<file path="src/rtl/mem_port_arbiter.sv">
// ============================================================================
// mem_port_arbiter
// ----------------------------------------------------------------------------
// Shares the single memory port of the multicycle core between two masters:
// the core's fetch/load/store path (port C) and a DMA/debug master (port D).
// One transaction is accepted at a time. Its fields are latched and driven to
// memory until mem_ready, then the winner gets a one-cycle ack with the read
// data. A watchdog aborts hung accesses and returns an error ack instead.
//
// Build option:
//   ARB_ROUND_ROBIN_EN  - when defined, simultaneous requests in IDLE are
//                         granted to the master that did not win last time.
//                         When undefined, C always beats D.
//
// Parameters:
//   ADDR_W          address width of all ports
//   DATA_W          data width (multiple of 8)
//   TIMEOUT_CYCLES  mem_req-high cycles without mem_ready before an abort;
//                   0 disables the watchdog
//
// Ports:
//   clk, reset                       rising-edge clock, sync active-high reset
//   c_req/c_we/c_addr/c_wdata/c_wstrb   core request and its fields
//   c_ack/c_err/c_rdata                 core completion pulse, error, data
//   d_*                                 same set for the DMA/debug master
//   mem_req/mem_we/mem_addr/mem_wdata/mem_wstrb   memory request side
//   mem_rdata/mem_ready                 memory response side
//   busy                                high whenever the FSM is not IDLE
// ============================================================================
module mem_port_arbiter #(
    parameter int ADDR_W         = 32,
    parameter int DATA_W         = 32,
    parameter int TIMEOUT_CYCLES = 64
) (
    input  logic                clk,
    input  logic                reset,

    input  logic                c_req,
    input  logic                c_we,
    input  logic [ADDR_W-1:0]   c_addr,
    input  logic [DATA_W-1:0]   c_wdata,
    input  logic [DATA_W/8-1:0] c_wstrb,
    output logic                c_ack,
    output logic                c_err,
    output logic [DATA_W-1:0]   c_rdata,

    input  logic                d_req,
    input  logic                d_we,
    input  logic [ADDR_W-1:0]   d_addr,
    input  logic [DATA_W-1:0]   d_wdata,
    input  logic [DATA_W/8-1:0] d_wstrb,
    output logic                d_ack,
    output logic                d_err,
    output logic [DATA_W-1:0]   d_rdata,

    output logic                mem_req,
    output logic                mem_we,
    output logic [ADDR_W-1:0]   mem_addr,
    output logic [DATA_W-1:0]   mem_wdata,
    output logic [DATA_W/8-1:0] mem_wstrb,
    input  logic [DATA_W-1:0]   mem_rdata,
    input  logic                mem_ready,

    output logic                busy
);

    localparam int STRB_W = DATA_W / 8;

    // The counter only ever has to reach TIMEOUT_CYCLES-1, so it is sized for
    // that value. With the watchdog disabled it simply wraps harmlessly.
    localparam int CNT_W = (TIMEOUT_CYCLES > 1) ? $clog2(TIMEOUT_CYCLES) : 1;
    localparam logic [CNT_W-1:0] CNT_LAST =
        (TIMEOUT_CYCLES > 0) ? CNT_W'(TIMEOUT_CYCLES - 1) : '0;
    localparam bit TIMEOUT_EN = (TIMEOUT_CYCLES != 0);

    typedef enum logic [1:0] {
        IDLE   = 2'd0,
        BUSY_C = 2'd1,
        BUSY_D = 2'd2,
        ACK    = 2'd3
    } arbState_e;

    arbState_e           state_q,      state_d;
    logic                memReq_q,     memReq_d;
    logic                memWe_q,      memWe_d;
    logic [ADDR_W-1:0]   memAddr_q,    memAddr_d;
    logic [DATA_W-1:0]   memWdata_q,   memWdata_d;
    logic [STRB_W-1:0]   memWstrb_q,   memWstrb_d;
    logic                cAck_q,       cAck_d;
    logic                cErr_q,       cErr_d;
    logic [DATA_W-1:0]   cRdata_q,     cRdata_d;
    logic                dAck_q,       dAck_d;
    logic                dErr_q,       dErr_d;
    logic [DATA_W-1:0]   dRdata_q,     dRdata_d;
    logic                busy_q,       busy_d;
    logic [CNT_W-1:0]    timeoutCnt_q, timeoutCnt_d;
    logic                lastGrantD_q, lastGrantD_d;

    logic                preferC;
    logic                grantD;
    logic                accessDone;
    logic                accessErr;
    logic [DATA_W-1:0]   accessRdata;

    // Arbitration decision for an IDLE cycle. preferC says whether C should
    // win when both masters are requesting. In the round-robin build that is
    // true exactly when D won last time; in the fixed-priority build C always
    // wins, although the last-grant pointer keeps being tracked.
    always_comb begin
`ifdef ARB_ROUND_ROBIN_EN
        preferC = lastGrantD_q;
`else
        preferC = lastGrantD_q | 1'b1;
`endif
        grantD = d_req && !(c_req && preferC);
    end

    // Completion of the access in flight. mem_ready takes precedence over the
    // watchdog when both happen in the same cycle, so a late-but-valid
    // response is never thrown away. Writes and aborted accesses return zero
    // data so the requester never sees stale bus contents.
    always_comb begin
        accessDone  = 1'b0;
        accessErr   = 1'b0;
        accessRdata = '0;
        if (mem_ready && memReq_q) begin
            accessDone  = 1'b1;
            accessRdata = memWe_q ? '0 : mem_rdata;
        end else if (TIMEOUT_EN && (timeoutCnt_q == CNT_LAST)) begin
            accessDone = 1'b1;
            accessErr  = 1'b1;
        end
    end

    // Next-state and next-output logic. Everything that leaves the block is
    // registered, so this process computes the _d value of every output
    // register. Acks default low so they can only ever be single-cycle
    // pulses; everything else holds by default.
    always_comb begin
        state_d      = state_q;
        memReq_d     = memReq_q;
        memWe_d      = memWe_q;
        memAddr_d    = memAddr_q;
        memWdata_d   = memWdata_q;
        memWstrb_d   = memWstrb_q;
        cAck_d       = 1'b0;
        cErr_d       = 1'b0;
        cRdata_d     = cRdata_q;
        dAck_d       = 1'b0;
        dErr_d       = 1'b0;
        dRdata_d     = dRdata_q;
        timeoutCnt_d = timeoutCnt_q;
        lastGrantD_d = lastGrantD_q;

        case (state_q)
            IDLE: begin
                if (c_req || d_req) begin
                    memReq_d     = 1'b1;
                    memWe_d      = grantD ? d_we    : c_we;
                    memAddr_d    = grantD ? d_addr  : c_addr;
                    memWdata_d   = grantD ? d_wdata : c_wdata;
                    memWstrb_d   = grantD ? d_wstrb : c_wstrb;
                    timeoutCnt_d = '0;
                    lastGrantD_d = grantD;
                    state_d      = grantD ? BUSY_D : BUSY_C;
                end
            end

            BUSY_C, BUSY_D: begin
                timeoutCnt_d = timeoutCnt_q + CNT_W'(1);
                if (accessDone) begin
                    memReq_d     = 1'b0;
                    timeoutCnt_d = '0;
                    state_d      = ACK;
                    if (state_q == BUSY_C) begin
                        cAck_d   = 1'b1;
                        cErr_d   = accessErr;
                        cRdata_d = accessRdata;
                    end else begin
                        dAck_d   = 1'b1;
                        dErr_d   = accessErr;
                        dRdata_d = accessRdata;
                    end
                end
            end

            ACK: begin
                state_d = IDLE;
            end

            default: begin
                state_d  = IDLE;
                memReq_d = 1'b0;
            end
        endcase

        busy_d = (state_d != IDLE);
    end

    // State and output registers. Reset is synchronous: a transaction in
    // flight is dropped on the reset edge without any ack, and the grant
    // pointer goes back to D so the first contended grant afterwards is C.
    always_ff @(posedge clk) begin
        if (reset) begin
            state_q      <= IDLE;
            memReq_q     <= 1'b0;
            memWe_q      <= 1'b0;
            memAddr_q    <= '0;
            memWdata_q   <= '0;
            memWstrb_q   <= '0;
            cAck_q       <= 1'b0;
            cErr_q       <= 1'b0;
            cRdata_q     <= '0;
            dAck_q       <= 1'b0;
            dErr_q       <= 1'b0;
            dRdata_q     <= '0;
            busy_q       <= 1'b0;
            timeoutCnt_q <= '0;
            lastGrantD_q <= 1'b1;
        end else begin
            state_q      <= state_d;
            memReq_q     <= memReq_d;
            memWe_q      <= memWe_d;
            memAddr_q    <= memAddr_d;
            memWdata_q   <= memWdata_d;
            memWstrb_q   <= memWstrb_d;
            cAck_q       <= cAck_d;
            cErr_q       <= cErr_d;
            cRdata_q     <= cRdata_d;
            dAck_q       <= dAck_d;
            dErr_q       <= dErr_d;
            dRdata_q     <= dRdata_d;
            busy_q       <= busy_d;
            timeoutCnt_q <= timeoutCnt_d;
            lastGrantD_q <= lastGrantD_d;
        end
    end

    assign mem_req   = memReq_q;
    assign mem_we    = memWe_q;
    assign mem_addr  = memAddr_q;
    assign mem_wdata = memWdata_q;
    assign mem_wstrb = memWstrb_q;
    assign c_ack     = cAck_q;
    assign c_err     = cErr_q;
    assign c_rdata   = cRdata_q;
    assign d_ack     = dAck_q;
    assign d_err     = dErr_q;
    assign d_rdata   = dRdata_q;
    assign busy      = busy_q;

endmodule

</file>
<file path="config.mk">
export PLATFORM = sky130hd
export DESIGN_NAME = mem_port_arbiter
export DESIGN_NICKNAME = d
export VERILOG_FILES = /design/src/rtl/mem_port_arbiter.sv
export SDC_FILE = /design/constraint.sdc
export NUM_CORES = 1
export LEC_CHECK = 0
export ABC_AREA = 1
export CORE_ASPECT_RATIO = 0.5
export CORE_MARGIN = 8
export CORE_UTILIZATION = 37
export DETAILED_ROUTE_END_ITERATION = 8
export HOLD_SLACK_MARGIN = 0.15
export PLACE_DENSITY = 0.82
export SYNTH_ARGS = -nofsm -noshare
export SYNTH_HDL_FRONTEND = slang
export SYNTH_SLANG_ARGS = --single-unit
</file>
<file path="constraint.sdc">
create_clock -name clk -period 1.71 [get_ports clk]
set_input_delay 0.171 -clock clk [delete_from_list [all_inputs] [get_ports clk]]
set_output_delay 0.171 -clock clk [all_outputs]
set_load 0.02 [all_outputs]
</file>
Word-level counts from Yosys, hierarchy flattened
Cells that the tools add are included.
Storage, ports and cells
  register bits after elaboration: 147
Cells by class
  add/sub/neg operators: 1
  equality and inequality tests: 6
  multiplexer cells: 21
  bitwise operators: 3
  reduce and logical (&&, ||, !) cells: 16
Operators by type and width (count)
  $mux 32: 4
  $mux 6: 2
  $pmux 6 s2: 1
  $reduce_and 3->1: 3
  $mux 1: 8
  $reduce_or 4->1: 2
  $add 6x1->6 const B: 1
  $eq 6x6->1 const B: 1
  $mux 2: 3
  $pmux 2 s3: 1
  $eq 2x2->1 const B: 2
  $mux 4: 1
  $ne 2x2->1 const B: 2
  $reduce_and 2->1: 2
  $reduce_bool 2->1: 2
  $not 1->1: 3
  $reduce_or 3->1: 1
  $eq 2x1->1 const B: 1
  $logic_and 1x1->1: 2
  $logic_not 2->1: 1
  $pmux 1 s2: 1
  $reduce_or 2->1: 1
  $logic_not 1->1: 1
  $logic_or 1x1->1: 1

Longest topological paths before layout
  depth after elaboration: 6
  mapped depth: 9
  gate-level depth less buffers: 9

Worst setup path before layout
OpenSTA, ideal clock, no wires.
  kind: flip-flop to flip-flop
  from: reg state_q[0]
  to: reg timeoutCnt_q[5]
  library setup time: 0.119 ns
  arrival: 1.546 ns
  required time: 1.591 ns
  setup slack: 0.045 ns
  cell stages (with the launch flop): 9
  path buffers: 1
  period minus slack after synthesis: 1.665 ns
  cells stage by stage: dfxtp_1 > inv_1 > ha_1 > inv_1 > o21ai_0 > clkbuf_1 > nand4_1 > nand2_1 > nor2_1
Between the ends
  word-level cells in the longest chain between the ends: 4
  elaborated cells on any way between the ends: 8
  those cells by class: eq/ne: 3; mux: 1; reduce/logical: 4
Ends and longest elaborated chain
  start: declaration: RTL line 83  | arbState_e state_q, state_d;
  start signal: assignment: RTL line 221  | state_q <= state_d;
  $eq 2x1->1 or $eq 2x2->1 (tied branches): RTL line 155  | case (state_q)
  $reduce_or 2->1: RTL line 155
  $reduce_bool 2->1 (no source line)
  $reduce_and 2->1 (no source line)
  end signal: assignment: RTL line 234  | timeoutCnt_q <= timeoutCnt_d;
  end: declaration: RTL line 96  | logic [CNT_W-1:0] timeoutCnt_q, timeoutCnt_d;
Parallel ways exist; a longest one is shown, timed or not.
A chain may end at the register's enable or synchronous reset.

Worst setup path in the final report
  from: reg memWe_q, in the netlist mem_we
  to: out mem_we
RTL lines
  start: declaration: RTL line 85  | logic memWe_q, memWe_d;
  start signal: assignment: RTL line 223  | memWe_q <= memWe_d;
  end: declaration: RTL line 57  | output logic mem_we,
No word-level cell between the ends.

==> results.tsv <==
metric	value	unit
finalClockSkew	11.11	ps
clk_latency	420	ps
cp_slowest_cell	clkdlybuf4s50_1	
syn2layout_area_growth	62.59	%
power_frac_clock	36.2	%
start_util	37.95	%
htreeDepth	4	
final_hold_viol_count	0	
r2r-start	timeoutCnt_q[0]$_SDFFE_PP0P_	
reg2reg_to	d_rdata[24]$_SDFFE_PP0P_	
setup_viol	0	
worst-path-buf-inv	1	
first_iter_violations	582	
comb_power_share	24.8	%
ys_ff_latch	147	
grt_max_degree	44	
worst_pin_slew	395.3	ps
cts_tree	built	
clk_pin_slew	70	ps
cts_setup_buffers	0	
ioPinCount	314	
wire_per_inst	16.19	µm
rr_worst_depth	7	
dpl.hpwl	18.31	mm
cp_cell_sequence	clkdlybuf4s50_1	
clockBufferDepth	2	
power_frac_seq	39.0	%
whs_endpoint	mem_wdata[15]$_SDFFE_PP0P_	
ff2ff_setup_slack	140	ps
nFillCells	1522	
wl	24.92	mm
syn_inst	994	
hold_class	primary input to flip-flop	
p_int	0.006730	W
portBuffers	313	
synth_warnings	0	
std_cell_rows	34	
die-area	0.02268	mm²
diodes	0	
run_status	complete, no violations	
grt_pass1_wl	38.81	mm
via_count	7551	
grt_pass1_vias	7514	
start_kind	flip-flop	
synthesis.nets	1174	
p_sw_share	31.35	%
grt-ovfl-total	0	
syn_avg_cell_area	6.659	µm²
finalCriticalPeriod	1634	ps
grt_setup_unrepaired	no	
vias_per_cell	4.906	
finalCritPeriodShare	95.54	%
criticalPathCategory	flip-flop to output pin	
fin_setup_tns	0	ps
vdd_drop_max	718.4	µV
drive_gt1_share	5.977	%
crit_path_end_kind	output pin	
mostFrequentLayoutCells	clkdlybuf4s50_1, nand2_1, dfxtp_1	
slew_headroom	73.65	%
synthesis.area	0.006619	mm²
die_w	205.2	µm
cts_resized	0	
drv_slew	0	
ys_seq_area_share	44.46	%
drc	0	
core	0.01744	mm²
clockRootBuffer	clkbuf_16	
mostFrequentLayoutCell	clkdlybuf4s50_1	
grt_usage	20.87	%
final_antenna_net_count	0	
required	1540	ps
whs_path_depth	3	
cts-buffers-inserted	17	
total_power	0.009804	W
cts_sinks	147	
cp_top_family	buffers and inverters	
hold_buffers	0	
ys_types	20	
holdWs	304.4	ps
cpPeakStageDelay	680	ps
cap_violations	0	
nNetsFinal	1472	
path_max_fanout	3	
p_per_area	911.1	mW/mm²
leakage	4.615	nW
worstHoldStart	d_wdata[15]	
antenna_found_initial	0	
globalplace.congestion	0.8408	
worst_ep_arrival_time	1460	ps
switchingPower	0.003074	W
die_h	110.6	µm
first_pass_iters	5	
fmax	612.1	MHz
==> routing by layer <==
| metal | up-vias | part of all wire [%] | global-route usage [%] |
|---|---|---|---|
| li1 | 3711 | - | - |
| met1 | 3485 | 38 | 22.55 |
| met2 | 300 | 52 | 38.02 |
| met3 | 55 | 6.9 | 5.338 |
| met4 | 0 | 3.6 | 9.005 |
| met5 | - | 0 | 0 |
==> sequential cells by signal, indices dropped and copies added, names as in the netlist <==
register	cells
mem_req	1
mem_we	1
timeoutCnt_q	6
mem_addr	32
d_rdata	32
busy	1
mem_wdata	32
c_err	1
d_ack	1
c_ack	1
state_q	2
d_err	1
c_rdata	32
mem_wstrb	4
==> cell families (layout without fill, tap and decap cells) <==
kind of cell             Yosys count  in the layout  synth area share, %
adder cells (fa/ha/maj)            5              5               0.9452
AND/OR/NAND/NOR                  416            416                25.65
AO/OA/AOI/OAI                    214            214                16.48
flip-flops                       147            147                44.46
buffers and inverters            212            523                12.46
==> power groups by stage <==
stage	clock network [W]	logic (W)	registers, W
detailed placement	0	0.00241	0.00389
finish	0.00355	0.00243	0.00382
global placement	0	0.00236	0.00388
CTS	0.00363	0.00242	0.00382
floorplan	0	0.000808	0.00419
global route	0.00376	0.00262	0.00385
==> layout make-up <==
| type | instances | area (µm²) | area share [%] |
|---|---|---|---|
| timing repair buffer | 348 | 3557 | 33.05 |
| sequential | 147 | 2943 | 27.35 |
| multi-input combinational | 635 | 2882 | 26.78 |
| inverter | 143 | 538.0 | 4.999 |
| clock buffer | 17 | 425.4 | 3.953 |
| tap | 234 | 292.8 | 2.721 |
| clock inverter | 15 | 123.9 | 1.151 |
==> Yosys cell counts <==
| library cell | number | share of area [%] |
|---|---|---|
| clkinv_1 | 2 | 0.11 |
| ha_1 | 5 | 0.95 |
| dfxtp_1 | 147 | 44 |
| nor2_1 | 96 | 5.4 |
| or2_2 | 1 | 0.095 |
| nand4_1 | 45 | 4.3 |
| o21ai_2 | 1 | 0.13 |
| a21oi_1 | 139 | 11 |
| o21ai_0 | 71 | 5.4 |
| buf_2 | 8 | 0.60 |
| o21ai_4 | 1 | 0.25 |
| buf_4 | 1 | 0.11 |
| buf_1 | 7 | 0.40 |
| buf_6 | 2 | 0.34 |
| nand2_1 | 261 | 15 |
| nand3_2 | 1 | 0.15 |
| clkbuf_1 | 51 | 2.9 |
| nand3_1 | 12 | 0.91 |
| inv_1 | 141 | 8.0 |
| o211ai_1 | 2 | 0.23 |
==> stage by stage <==
step	utilization [%]	std cells	instance area [µm²]	worst slack, ps
floorplan	-	994	6619	45.24
global placement	58.39	1507	10180	56.65
detailed placement	58.39	1507	10180	31.04
CTS	61.54	1539	10730	57.24
global route	61.70	1539	10760	1.983
finish	61.70	1539	10760	76.35
==> worst max-delay path by stage <==
stage / from / end / slack (ps) / depth (start not counted)
after global placement: mem_ready / c_rdata[23]$_SDFFE_PP0P_ / 60 / 7
after global routing: timeoutCnt_q[0]$_SDFFE_PP0P_ / d_rdata[27]$_SDFFE_PP0P_ / 2 / 8
after detailed placement: c_req / mem_wdata[29]$_SDFFE_PP0P_ / 30 / 6
after CTS: mem_we$_SDFFE_PP0P_ / mem_we / 60 / 1
final: mem_we$_SDFFE_PP0P_ / mem_we / 80 / 1
after floorplan: state_q[0]$_SDFF_PP0_ / timeoutCnt_q[5]$_SDFFE_PP0P_ / 50 / 8
No activity file was read; power rests on OpenSTA's default activity.
